--- config.mk ---
export PLATFORM = sky130hd
export DESIGN_NAME = fault_campaign_ctrl
export DESIGN_NICKNAME = d
export VERILOG_FILES = /design/src/rtl/fi_campaign_pkg.sv /design/src/rtl/fi_misr.sv /design/src/rtl/fault_campaign_ctrl.sv
export SDC_FILE = /design/constraint.sdc
export NUM_CORES = 1
export LEC_CHECK = 0
export CAP_MARGIN = 20
export CORE_MARGIN = 1
export CORE_UTILIZATION = 50
export CTS_BUF_LIST = sky130_fd_sc_hd__clkbuf_4 sky130_fd_sc_hd__clkbuf_8 sky130_fd_sc_hd__clkbuf_16
export DETAILED_ROUTE_END_ITERATION = 10
export GPL_TIMING_DRIVEN = 0
export HOLD_SLACK_MARGIN = 0.08
export PLACE_DENSITY = 0.76
export SETUP_SLACK_MARGIN = 0.1
export SYNTH_ARGS = -nofsm -noshare
export SYNTH_HDL_FRONTEND = slang
export SYNTH_SLANG_ARGS = --single-unit
--- constraint.sdc ---
create_clock -name clk -period 5.55 [get_ports clk]
set_clock_uncertainty 0.15 [all_clocks]
set_input_delay 1.11 -clock clk [delete_from_list [all_inputs] [get_ports clk]]
set_output_delay 1.11 -clock clk [all_outputs]
set_load 0.1 [all_outputs]
--- src/rtl/fi_campaign_pkg.sv ---
// Shared types, polynomials and fault-indexing helper for the fault-injection campaign controller.
package fi_campaign_pkg;

    typedef enum logic [1:0] {
        ST_IDLE,
        ST_RUN,
        ST_EVAL,
        ST_DONE
    } state_t;

    // {A,B} LFSR taps for x^12+x^6+x^4+x+1, Fibonacci form shifting toward the MSB
    localparam logic [11:0] LFSR_TAPS  = 12'h829;
    localparam logic [7:0]  MISR_POLY  = 8'h1D;

    localparam int NUM_LOC    = 8;
    localparam int NUM_TYPE   = 3;
    localparam int NUM_FAULTS = NUM_LOC * NUM_TYPE;

    localparam logic [1:0] F_NONE = 2'b00;

    function automatic logic [4:0] fault_index(input logic [2:0] loc, input logic [1:0] ftype);
        return 5'(loc) * 5'd3 + 5'(ftype) - 5'd1;
    endfunction

endpackage

--- src/rtl/fi_misr.sv ---
// 8-bit multiple-input signature register (x^8+x^4+x^3+x^2+1) with synchronous clear and enable.
module fi_misr
    import fi_campaign_pkg::*;
(
    input  logic       clk,
    input  logic       reset,
    input  logic       clear,
    input  logic       enable,
    input  logic [7:0] data,
    output logic [7:0] sig
);

    logic [7:0] sig_reg;

    always_ff @(posedge clk or posedge reset) begin
        if (reset) begin
            sig_reg <= 8'h00;
        end else if (clear) begin
            sig_reg <= 8'h00;
        end else if (enable) begin
            sig_reg <= {sig_reg[6:0], 1'b0} ^ (sig_reg[7] ? MISR_POLY : 8'h00) ^ data;
        end
    end

    assign sig = sig_reg;

endmodule

--- src/rtl/fault_campaign_ctrl.sv ---
// Self-test campaign controller: one golden pass plus one pass per fault, LFSR stimulus, MISR compaction.
// Optional signature trace outputs (sig_valid, sig_out) are enabled with FI_SIG_TRACE_EN.
module fault_campaign_ctrl
    import fi_campaign_pkg::*;
#(
    parameter int          N_PATTERNS = 16,
    parameter logic [11:0] LFSR_SEED  = 12'hACE
) (
    input  logic                  clk,
    input  logic                  reset,
    input  logic                  start,
    output logic [7:0]            A,
    output logic [3:0]            B,
    output logic [2:0]            f_loc,
    output logic [1:0]            f_type,
    input  logic [7:0]            Y,
    output logic                  busy,
    output logic                  done,
    output logic [NUM_FAULTS-1:0] detect_map,
    output logic [4:0]            detected_cnt,
    output logic [7:0]            golden_sig
`ifdef FI_SIG_TRACE_EN
    ,
    output logic                  sig_valid,
    output logic [7:0]            sig_out
`endif
);

    localparam logic [7:0] LAST_COUNT = 8'(N_PATTERNS - 1);

    state_t                state_reg, state_next;
    logic [11:0]           lfsr_reg;
    logic [7:0]            count_reg;
    logic [2:0]            loc_reg;
    logic [1:0]            type_reg;
    logic [NUM_FAULTS-1:0] detect_map_reg;
    logic [4:0]            detected_cnt_reg;
    logic [7:0]            golden_reg;

    logic [11:0] lfsr_next;
    logic        misr_clr, misr_en;
    logic [7:0]  misr_sig;
    logic        last_fault, fault_hit;

    assign lfsr_next  = {lfsr_reg[10:0], ^(lfsr_reg & LFSR_TAPS)};
    assign last_fault = (loc_reg == 3'd7) && (type_reg == 2'b11);
    assign fault_hit  = (type_reg != F_NONE) && (misr_sig != golden_reg);

    fi_misr u_misr (
        .clk    (clk),
        .reset  (reset),
        .clear  (misr_clr),
        .enable (misr_en),
        .data   (Y),
        .sig    (misr_sig)
    );

    always_ff @(posedge clk or posedge reset) begin
        if (reset) begin
            state_reg <= ST_IDLE;
        end else begin
            state_reg <= state_next;
        end
    end

    always_comb begin
        state_next = state_reg;
        misr_clr   = 1'b0;
        misr_en    = 1'b0;
        case (state_reg)
            ST_IDLE, ST_DONE: begin
                if (start) begin
                    state_next = ST_RUN;
                    misr_clr   = 1'b1;
                end
            end
            ST_RUN: begin
                misr_en = 1'b1;
                if (count_reg == LAST_COUNT) begin
                    state_next = ST_EVAL;
                end
            end
            ST_EVAL: begin
                if (last_fault) begin
                    state_next = ST_DONE;
                end else begin
                    state_next = ST_RUN;
                    misr_clr   = 1'b1;
                end
            end
            default: state_next = ST_IDLE;
        endcase
    end

    always_ff @(posedge clk or posedge reset) begin
        if (reset) begin
            lfsr_reg         <= 12'h000;
            count_reg        <= 8'h00;
            loc_reg          <= 3'd0;
            type_reg         <= F_NONE;
            detect_map_reg   <= '0;
            detected_cnt_reg <= 5'd0;
            golden_reg       <= 8'h00;
        end else begin
            case (state_reg)
                ST_IDLE, ST_DONE: begin
                    if (start) begin
                        lfsr_reg         <= LFSR_SEED;
                        count_reg        <= 8'h00;
                        loc_reg          <= 3'd0;
                        type_reg         <= F_NONE;
                        detect_map_reg   <= '0;
                        detected_cnt_reg <= 5'd0;
                        golden_reg       <= 8'h00;
                    end
                end
                ST_RUN: begin
                    lfsr_reg  <= lfsr_next;
                    count_reg <= count_reg + 8'd1;
                end
                ST_EVAL: begin
                    if (type_reg == F_NONE) begin
                        golden_reg <= misr_sig;
                    end else if (fault_hit) begin
                        detect_map_reg[fault_index(loc_reg, type_reg)] <= 1'b1;
                        detected_cnt_reg <= detected_cnt_reg + 5'd1;
                    end
                    // Fault order: golden, then f_loc outer, f_type inner 01..11
                    if (last_fault) begin
                        loc_reg  <= 3'd0;
                        type_reg <= F_NONE;
                    end else begin
                        lfsr_reg  <= LFSR_SEED;
                        count_reg <= 8'h00;
                        if (type_reg == 2'b11) begin
                            loc_reg  <= loc_reg + 3'd1;
                            type_reg <= 2'b01;
                        end else begin
                            type_reg <= type_reg + 2'b01;
                        end
                    end
                end
                default: ;
            endcase
        end
    end

`ifdef FI_SIG_TRACE_EN
    logic       sig_valid_reg;
    logic [7:0] sig_out_reg;

    always_ff @(posedge clk or posedge reset) begin
        if (reset) begin
            sig_valid_reg <= 1'b0;
            sig_out_reg   <= 8'h00;
        end else begin
            sig_valid_reg <= (state_reg == ST_EVAL);
            if (state_reg == ST_EVAL) begin
                sig_out_reg <= misr_sig;
            end
        end
    end

    assign sig_valid = sig_valid_reg;
    assign sig_out   = sig_out_reg;
`endif

    assign A            = lfsr_reg[11:4];
    assign B            = lfsr_reg[3:0];
    assign f_loc        = loc_reg;
    assign f_type       = type_reg;
    assign busy         = (state_reg == ST_RUN) || (state_reg == ST_EVAL);
    assign done         = (state_reg == ST_DONE);
    assign detect_map   = detect_map_reg;
    assign detected_cnt = detected_cnt_reg;
    assign golden_sig   = golden_reg;

endmodule
# --- Word-level counts from Yosys, hierarchy flattened ---
# Index checks and enable logic that the tools add are counted.
classes:
  reduce_logical: 17
  n_addsub: 6
  order_cmp: 2
  n_bitwise: 3
  muxes: 37
  n_eq_ne: 14
  n_mul: 1
op_table:
  columns: ["op", "n"]
  rows:
  - ["$mux W24", 3]
  - ["$pmux W24 S2", 1]
  - ["$mux W8", 5]
  - ["$pmux W12 S3", 1]
  - ["$mux W12", 2]
  - ["$or A24 B24 Y24", 1]
  - ["$pmux W8 S3", 1]
  - ["$mux W5", 4]
  - ["$pmux W8 S2", 1]
  - ["$xor A8 B8 Y8", 2]
  - ["$mux W2", 6]
  - ["$ne A2 B2 Y1 const B", 6]
  - ["$reduce_xor A12 Y1", 1]
  - ["$pmux W5 S2", 1]
  - ["$mux W3", 3]
  - ["$add A8 B1 Y8 const B", 1]
  - ["$eq A8 B4 Y1 const B", 1]
  - ["$ne A8 B8 Y1", 1]
  - ["$eq A2 B2 Y1 const B", 3]
  - ["$lt A5 B6 Y1 const B", 1]
  - ["$pmux W2 S3", 1]
  - ["$pmux W3 S2", 1]
  - ["$reduce_and A2 Y1", 3]
  - ["$reduce_and A3 Y1", 2]
  - ["other kinds (20)", 28]
totals:
  reg_bits: 72
  inputBits: 11
  output_inout_bits: 56
  word_cells: 89

# --- Depth between registers and ports, before layout ---
# Gate-level depths: netlist of run 1.
logic_depth:
  word_depth: 11
  ltp_mapped: 10

# --- Modules after synthesis ---
# Synthesis of run 1 repeated with hierarchy kept, for this count alone.
unflattened:
  hier_cells: 370
  area_unflattened_um2: 3743.6
by_module_without_submodules:
  columns: ["mod", "cells_each", "area_each_um2", "n_inst"]
  rows:
  - ["fault_campaign_ctrl", 330, 3283.1, 1]
  - ["fi_misr", 40, 460.4, 1]

# --- Least setup slack after synthesis of run 1 ---
# No wires, ideal clock.
synth_path:
  kind: "flip-flop to flip-flop"
  start: "reg loc_reg[0] (netlist: f_loc[0])"
  end: "reg detect_map_reg[20] (netlist: detect_map[20])"
  setup_time_ns: 0.071
  stages_incl_launch_ff: 11
  required_ns: 5.329
  t_arrival_ns: 3.571
  slack_ns: 1.758
  cell_sequence: "dfrtp_1 -> inv_1 -> ha_1 -> xnor2_1 -> xnor2_1 -> ha_1 -> fa_1 -> buf_1 -> nand2_1 -> a2111oi_4 -> a32o_1"
synth_via:
  elab_chain_len: 11
  word_cells_on_any_way: 12
  classes_between: "add/sub: 2; mul: 1; order compare: 2; mux: 5; bitwise: 1; reduce/logical: 1"
synth_rtl:
  columns: ["element", "line_no", "source"]
  rows:
  - ["from (decl)", "fault_campaign_ctrl.sv:34", "logic [2:0] loc_reg;"]
  - ["from (signal assigned)", "fault_campaign_ctrl.sv:136", "loc_reg <= loc_reg + 3'd1;"]
  - ["$mul A3 B2 Y5 (*)", "fi_campaign_pkg.sv:22", "return 5'(loc) * 5'd3 + 5'(ftype) - 5'd1;"]
  - ["$add A5 B2 Y5 (*)", "fi_campaign_pkg.sv:22", null]
  - ["$sub A5 B1 Y5 (*)", "fi_campaign_pkg.sv:22", null]
  - ["$lt A5 B6 Y1 (implied by the code) / $ge A5 B1 Y1 (equally long branches)", "fault_campaign_ctrl.sv:125", "detect_map_reg[fault_index(loc_reg, type_reg)] <= 1'b1;"]
  - ["$logic_and A1 B1 Y1 (implied by the code)", "fault_campaign_ctrl.sv:125", null]
  - ["$mux W1 (implied by the code)", "fault_campaign_ctrl.sv:125", null]
  - ["$demux W1 S5 (*)", "fault_campaign_ctrl.sv:125", null]
  - ["$or A24 B24 Y24 (no line) (*)", null, null]
  - ["$mux W24 (*)", "fault_campaign_ctrl.sv:124", "end else if (fault_hit) begin"]
  - ["$mux W24 (*)", "fault_campaign_ctrl.sv:122", "if (type_reg == F_NONE) begin"]
  - ["$pmux W24 S2 (*)", "fault_campaign_ctrl.sv:105", "case (state_reg)"]
  - ["to (signal assigned)", "fault_campaign_ctrl.sv:101", "detect_map_reg <= '0;"]
  - ["to (signal assigned)", "fault_campaign_ctrl.sv:112", "detect_map_reg <= '0;"]
  - ["to (signal, indexed assignment)", "fault_campaign_ctrl.sv:125", null]
  - ["to (decl)", "fault_campaign_ctrl.sv:36", "logic [NUM_FAULTS-1:0] detect_map_reg;"]
# Mark *: on every way between the ends. The rest lies on a longest branch, timed or not. The select of a mux whose other input is x is not followed.
# A chain may end at the register's enable or synchronous reset.

# --- Worst setup path in the final report of run 1 ---
layout_path:
  start: "reg state_reg[0]"
  end: "out busy"
layout_via:
  elab_chain_len: 2
  word_cells_on_any_way: 3
  classes_between: "eq/ne: 2; reduce/logical: 1"
layout_rtl:
  columns: ["element", "line_no", "source"]
  rows:
  - ["from (decl)", "fault_campaign_ctrl.sv:31", "state_t state_reg, state_next;"]
  - ["from (signal assigned)", "fault_campaign_ctrl.sv:62", "state_reg <= state_next;"]
  - ["$eq A2 B1 Y1 / $eq A2 B2 Y1 (equally long branches)", "fault_campaign_ctrl.sv:172", "assign busy = (state_reg == ST_RUN) || (state_reg == ST_EVAL);"]
  - ["$logic_or A1 B1 Y1 (*)", "fault_campaign_ctrl.sv:172", null]
  - ["to (decl)", "fault_campaign_ctrl.sv:17", "output logic busy,"]
# Mark *: on every way between the ends. The rest lies on a longest branch, timed or not.

==> results.ini, run 1 <==
[final_layout]
nFillCells=591
drive_above_1_share=0.06178
layout.nets=464
antenna_cells=0
finalNonFillerCells=536
largest_reg_flops=24
syn_to_final_growth_pct=26.16

[clocking]
insertion_delay_ns=0.35
cts_tree=yes
htree_levels=3
cts-root-buf=clkbuf_8
cts_inserted_buffers=9
cts_resized=0
cts_hold_buf=0
cts.sinks=72
clkTransAtPathRegs_ns=0.07
post_cts_buffers=0
clock_path_buffers=2

[worst_setup_path]
endpoint_kind=output port
worstRegToRegCells=10
worstSetupPathType=reg -> out
critPathRequiredTime_ns=4.29
cp-startpoint=state_reg[0]
ff2ff_setup_slack_ns=2.11
r2r_end=detect_map[22]
worstSetupStartpointType=register
cp-endpoint=busy
arrival_ns=2.46
r2r-start=f_loc[1]
cp_max_fo=7

[routing]
routed_via_density=5.530
dr_total_vias=2964
wire_per_inst_um=15.10
dr.first_iter.drc_count=138
ant_nets=0
drc=0
drt_wl_total_um=8096
drtPass1Iterations=5

[yosys]
synth_cell_types=46
synth.cell_area_mm2=0.003769
async_flop_share=1.000
seq_area_frac_synth=0.4781
synth-seq-cells=72
ys_warn_count=0
ys.flop_type=dfrtp_1
syn_inst=355
synth_area_per_cell_um2=10.62
synth_edf_count=0
syn-num-nets=387

[sta]
finalSetupTns_ns=0
rsz0062_at_grt=false
max_freq_ghz=0.2687
relSlewSlack=0.2357
fin_crit_sh=0.6706
tightest_slew_ns=1.146
final_max_slew_viol_count=0
final-setup-viol-count=0
finalCriticalPeriod_ns=3.722
final-hold-violation-count=0

[floorplan]
fp.dieH_um=88.82
core-area_mm2=0.007253
row_count=31
dieArea_mm2=0.007888
die_width_um=88.82
io_pins=67
start_util=0.5196

[worst_hold_path]
min-delay-start=detect_map[7]
hold_class=reg -> reg

[global_route]
grt_max_degree=73
use_met2=0.3741
grt_pass1_vias=2823
grt_pass1_wl_um=13230
grtUsageMet3=0.03265
antenna_found_initial=0
grt-ovfl-total=0
grt_util_met1=0.2860
grt_busiest_layer=met2
track_usage=0.2234

[place]
numPortBuffers=66
gpl.final_weighted_congestion=0.8527
place_hpwl_um=5879
placed_cells=520

[pwr]
p_leak_uw=0.002090
ir_drop_mv=0.1650
switching_share=0.4033
p_int_uw=968.5
total_power_uw=1623
p_comb_frac=0.338
power_density_mw_per_mm2=341.4
power.share.clock=0.255
p_sw_uw=654.6
seq_power_share=0.407

[run_status]
status=completed

[job]
cap_violations=0

[worst max-delay path, stage by stage (launching register included)]
cell,delay (ns)
dfrtp_1,0.40
inv_1,0.08
ha_1,0.41
inv_1,0.10
clkdlybuf4s50_1,1.13
[routing by layer]
metal | share of wire | up-vias
li1 | - | 1416
met1 | 0.43 | 1469
met2 | 0.51 | 69
met3 | 0.043 | 10
met4 | 0.017 | 0
met5 | 0 | -
[stage by stage]
step	worst slack, ns	utilization	cell area (um2)	hold WS [ns]
after CTS	1.808	0.6555	4755	0.3474
after global routing	1.712	0.6555	4755	0.3584
after floorplan	1.758	-	3769	0.3145
after detailed placement	2.123	0.6281	4556	0.3306
after global placement	1.291	0.6277	4553	0.3235
final	1.828	0.6555	4755	0.3431
[cells in the mapped netlist (2+ instances only)]
master     number  area share
o21ai_0        16       0.021
fa_1            2       0.011
and2_1          3      0.0050
xnor2_1        17       0.040
a2111oi_0       2      0.0046
nor2_1         18       0.018
nor4_4          2       0.011
dfrtp_1        72        0.48
nand2b_1        7       0.012
a21oi_1         6      0.0080
a31o_1          2      0.0046
nor3_1          7      0.0093
inv_1          30       0.030
xor2_1         17       0.040
nand3_1        23       0.031
a32o_1         22       0.058
nand4_1         3      0.0050
mux2i_1         6       0.016
a22o_1          9       0.021
a31oi_1         5      0.0083
nor3b_1         4      0.0080
buf_1           2      0.0020
nand2_1        25       0.025
ha_1           19       0.063
nor4_1          4      0.0066
clkbuf_1       12       0.012
[power groups by stage]
stage / sequential, uW / combinational, uW / clock (uW)
2_1_floorplan: 879 / 218 / 0
3_3_place_gp: 666 / 538 / 0
3_5_place_dp: 671 / 552 / 0
4_1_cts: 660 / 554 / 425
5_1_grt: 670 / 579 / 448
6_report: 661 / 548 / 414
[worst min path at each step]
stage	slack [ns]	cells after the start	end
detailed placement	0.33	1	detect_map[7]
finish	0.34	1	detect_map[7]
global placement	0.32	1	detect_map[7]
CTS	0.35	1	detect_map[7]
floorplan	0.31	2	count_reg[1]
global route	0.36	1	detect_map[7]
[logic make-up after synthesis]
family	after synthesis	synth area share
and+or+nand+nor	104	0.1467
AOI/OAI and AO/OA	72	0.1570
adders and majority gates	21	0.07371
buffers and inverters	45	0.04582
xor gates and xnor gates	34	0.07902
muxes	7	0.01959
DFF	72	0.4781
[area by class of cell]
class | instances | area [um2] | share of cell area
clock inverters | 6 | 67.56 | 0.01421
well taps | 99 | 123.9 | 0.02605
flip-flops and latches | 72 | 1802 | 0.3789
inverters | 30 | 115.1 | 0.02421
repair buffers | 66 | 660.6 | 0.1389
clock buffers | 10 | 131.4 | 0.02763
plain buffers | 15 | 60.06 | 0.01263
multi-input cells | 238 | 1794 | 0.3774
[layout by cell type, fill, tap and decap left out, types with 5 or more instances in the layout]
cell	n
nand2b_1	7
xnor2_1	17
clkbuf_1	12
mux2i_1	6
a21oi_1	6
nand3_1	23
nand2_1	25
o21ai_0	16
ha_1	19
a22o_1	9
xor2_1	17
a31oi_1	5
clkdlybuf4s50_1	66
nor3_1	7
dfrtp_1	72
a32o_1	22
nor2_1	18
clkbuf_8	9
inv_1	29
Power figures use the tool's default switching activity.
==> run 2, diff against run 1 <==
CORE_UTILIZATION = 48   (was 50)
PLACE_DENSITY = 0.77   (was 0.76)
clock period = 3.4 ns   (was 5.55 ns; I/O delays follow)
==> results.ini, run 2 (same netlist as run 1, synthesis figures left out) <==
[sta]
relSlewSlack=0.3264  ; +0.09071
max_freq_ghz=0.3141
finalSetupTns_ns=0  ; unchanged
worst_hold_slack_ns=0.3408  ; -0.002257 ns
tightest_slew_ns=1.007  ; -0.1392 ns
final-hold-violation-count=0  ; unchanged
final_max_slew_viol_count=0  ; unchanged
fin_crit_sh=0.9364
finalCriticalPeriod_ns=3.184
rsz0062_at_grt=false
final-setup-viol-count=0  ; unchanged

[place]
placed_cells=520  ; unchanged
gpl.final_weighted_congestion=0.8300  ; -2.7%
numPortBuffers=66  ; unchanged
place_hpwl_um=5874  ; about the same
dpl-instance-area_mm2=0.004573  ; +0.38%

[worst_setup_path]
endpoint_kind=register
critPathRequiredTime_ns=3.52  ; -0.77 ns
worstSetupPathType=reg -> reg
cp_max_fo=10  ; +3
worstSetupStartpointType=register
arrival_ns=3.30  ; +0.84 ns

[routing]
dr.first_iter.drc_count=125  ; -9.4%
drtPass1Iterations=4  ; -1
ant_nets=0  ; unchanged
routed_via_density=5.498  ; -0.57%
drt_wl_total_um=8251  ; +1.9%
dr_total_vias=2958  ; -0.20%
wire_per_inst_um=15.34  ; +1.5%
drc=0  ; unchanged

[final_layout]
final_common_cell=dfrtp_1
nFillCells=576  ; -2.5%
register_area_mm2=0.001805  ; +0.21%
finish.instance_area_mm2=0.004832  ; +1.6%
largest_reg_flops=24  ; unchanged
multi_input_area_mm2=0.001817  ; +1.3%
fin_util=0.6523  ; -0.003256
finalNonFillerCells=538  ; +0.37%
drive_above_1_share=0.08656  ; +0.02478
syn_to_final_growth_pct=28.22
layout_common_cells=dfrtp_1, clkdlybuf4s50_1, inv_1
antenna_cells=0  ; unchanged
layout.nets=467  ; +0.65%

[floorplan]
fp.dieH_um=90.61  ; +2.0%
die_width_um=90.61  ; +2.0%
core-area_mm2=0.007408  ; +2.1%
start_util=0.5087  ; -0.01088
row_count=31  ; unchanged
dieArea_mm2=0.008209  ; +4.1%
io_pins=67  ; unchanged

[clocking]
cts.sinks=72  ; unchanged
htree_levels=3  ; unchanged
cts_hold_buf=0  ; unchanged
clock_path_buffers=2  ; unchanged
cts_tree=yes
cts-root-buf=clkbuf_8
clkTransAtPathRegs_ns=0.07  ; about the same
cts_inserted_buffers=9  ; unchanged
insertion_delay_ns=0.34  ; about the same

[job]
cap_violations=0  ; unchanged

[pwr]
ir_drop_mv=0.2561  ; +55%
power_density_mw_per_mm2=568.7  ; +67%
p_leak_uw=0.002116  ; +1.2%

[global_route]
grt-ovfl-total=0  ; unchanged
grt_pass1_vias=2915  ; +3.3%
grt_pass1_wl_um=13890  ; +4.9%
antenna_found_initial=0  ; unchanged
grt_max_degree=73  ; unchanged
track_usage=0.2133  ; -0.01016

[worst_hold_path]
hold_class=reg -> reg

[run_status]
status=completed

-- run 2: changes by cell type in the layout (fill, tap and decap cells not counted), sizes merged --
cell / previous run / this run
buf: 3 / 6
dlygate4sd2: 0 / 1
clkinvlp: 2 / 1
clkdlybuf4s50: 66 / 65
bufinv: 1 / 2
clkbuf: 22 / 23
clkinv: 2 / 0
-- run 2: worst max-delay path, cell delays in order (launching register included) --
cell	delay (ns)
dfrtp_2	0.45
inv_2	0.12
ha_4	0.22
xnor2_2	0.18
xnor2_1	0.15
ha_2	0.22
fa_1	0.41
buf_2	0.19
or4b_4	0.56
a21oi_4	0.25
a32o_1	0.21
-- run 2: final cells by class --
type                    count  share of cell area
multi-input cells         238              0.3760
flip-flops and latches     72              0.3736
repair buffers             69              0.1411
clock buffers              11             0.03133
well taps                  99             0.02563
inverters                  30             0.02382
clock inverters             4             0.01579
plain buffers              15             0.01269
-- run 2: stage by stage --
stage | power (uW) | setup WS (ns)
finish | 2748 | 0.2161
global route | 2861 | 0.09010
CTS | 2766 | 0.2072
detailed placement | 1988 | 0.2351
global placement | 1967 | -0.6372
floorplan | 1790 | 0.1015
-- run 2: worst paths after layout --
check	startpoint	to	slack (ns)	cells after the start
min reg2reg	detect_map[5]	detect_map[5]	0.34	1
min in group asynchronous	reset	lfsr_reg[2]	0.72	2
max in group asynchronous	reset	f_loc[1]	1.77	2
max reg2reg	f_loc[0]	detect_map[1]	0.22	10
max	f_loc[0]	detect_map[1]	0.22	10
min	detect_map[5]	detect_map[5]	0.34	1
-- run 2: repair_timing --
item | 4_1_cts | 5_1_grt
pin swaps | 0 | 0
cloned | 0 | 0
setup endpoints to repair | 1 | 8
resized for setup | 1 | 2
buffers inserted | 0 | 3
-- run 2: power breakdown --
group | internal (uW) | switching, uW
clock network | 452 | 322
registers | 957 | 121
logic | 274 | 622
total | 1680 | 1070
-- run 2: per-layer routing --
metal	wire length, um	track usage
met5	0	0
met4	91	0.06452
met3	429	0.05471
met2	4025	0.3497
met1	3704	0.2775
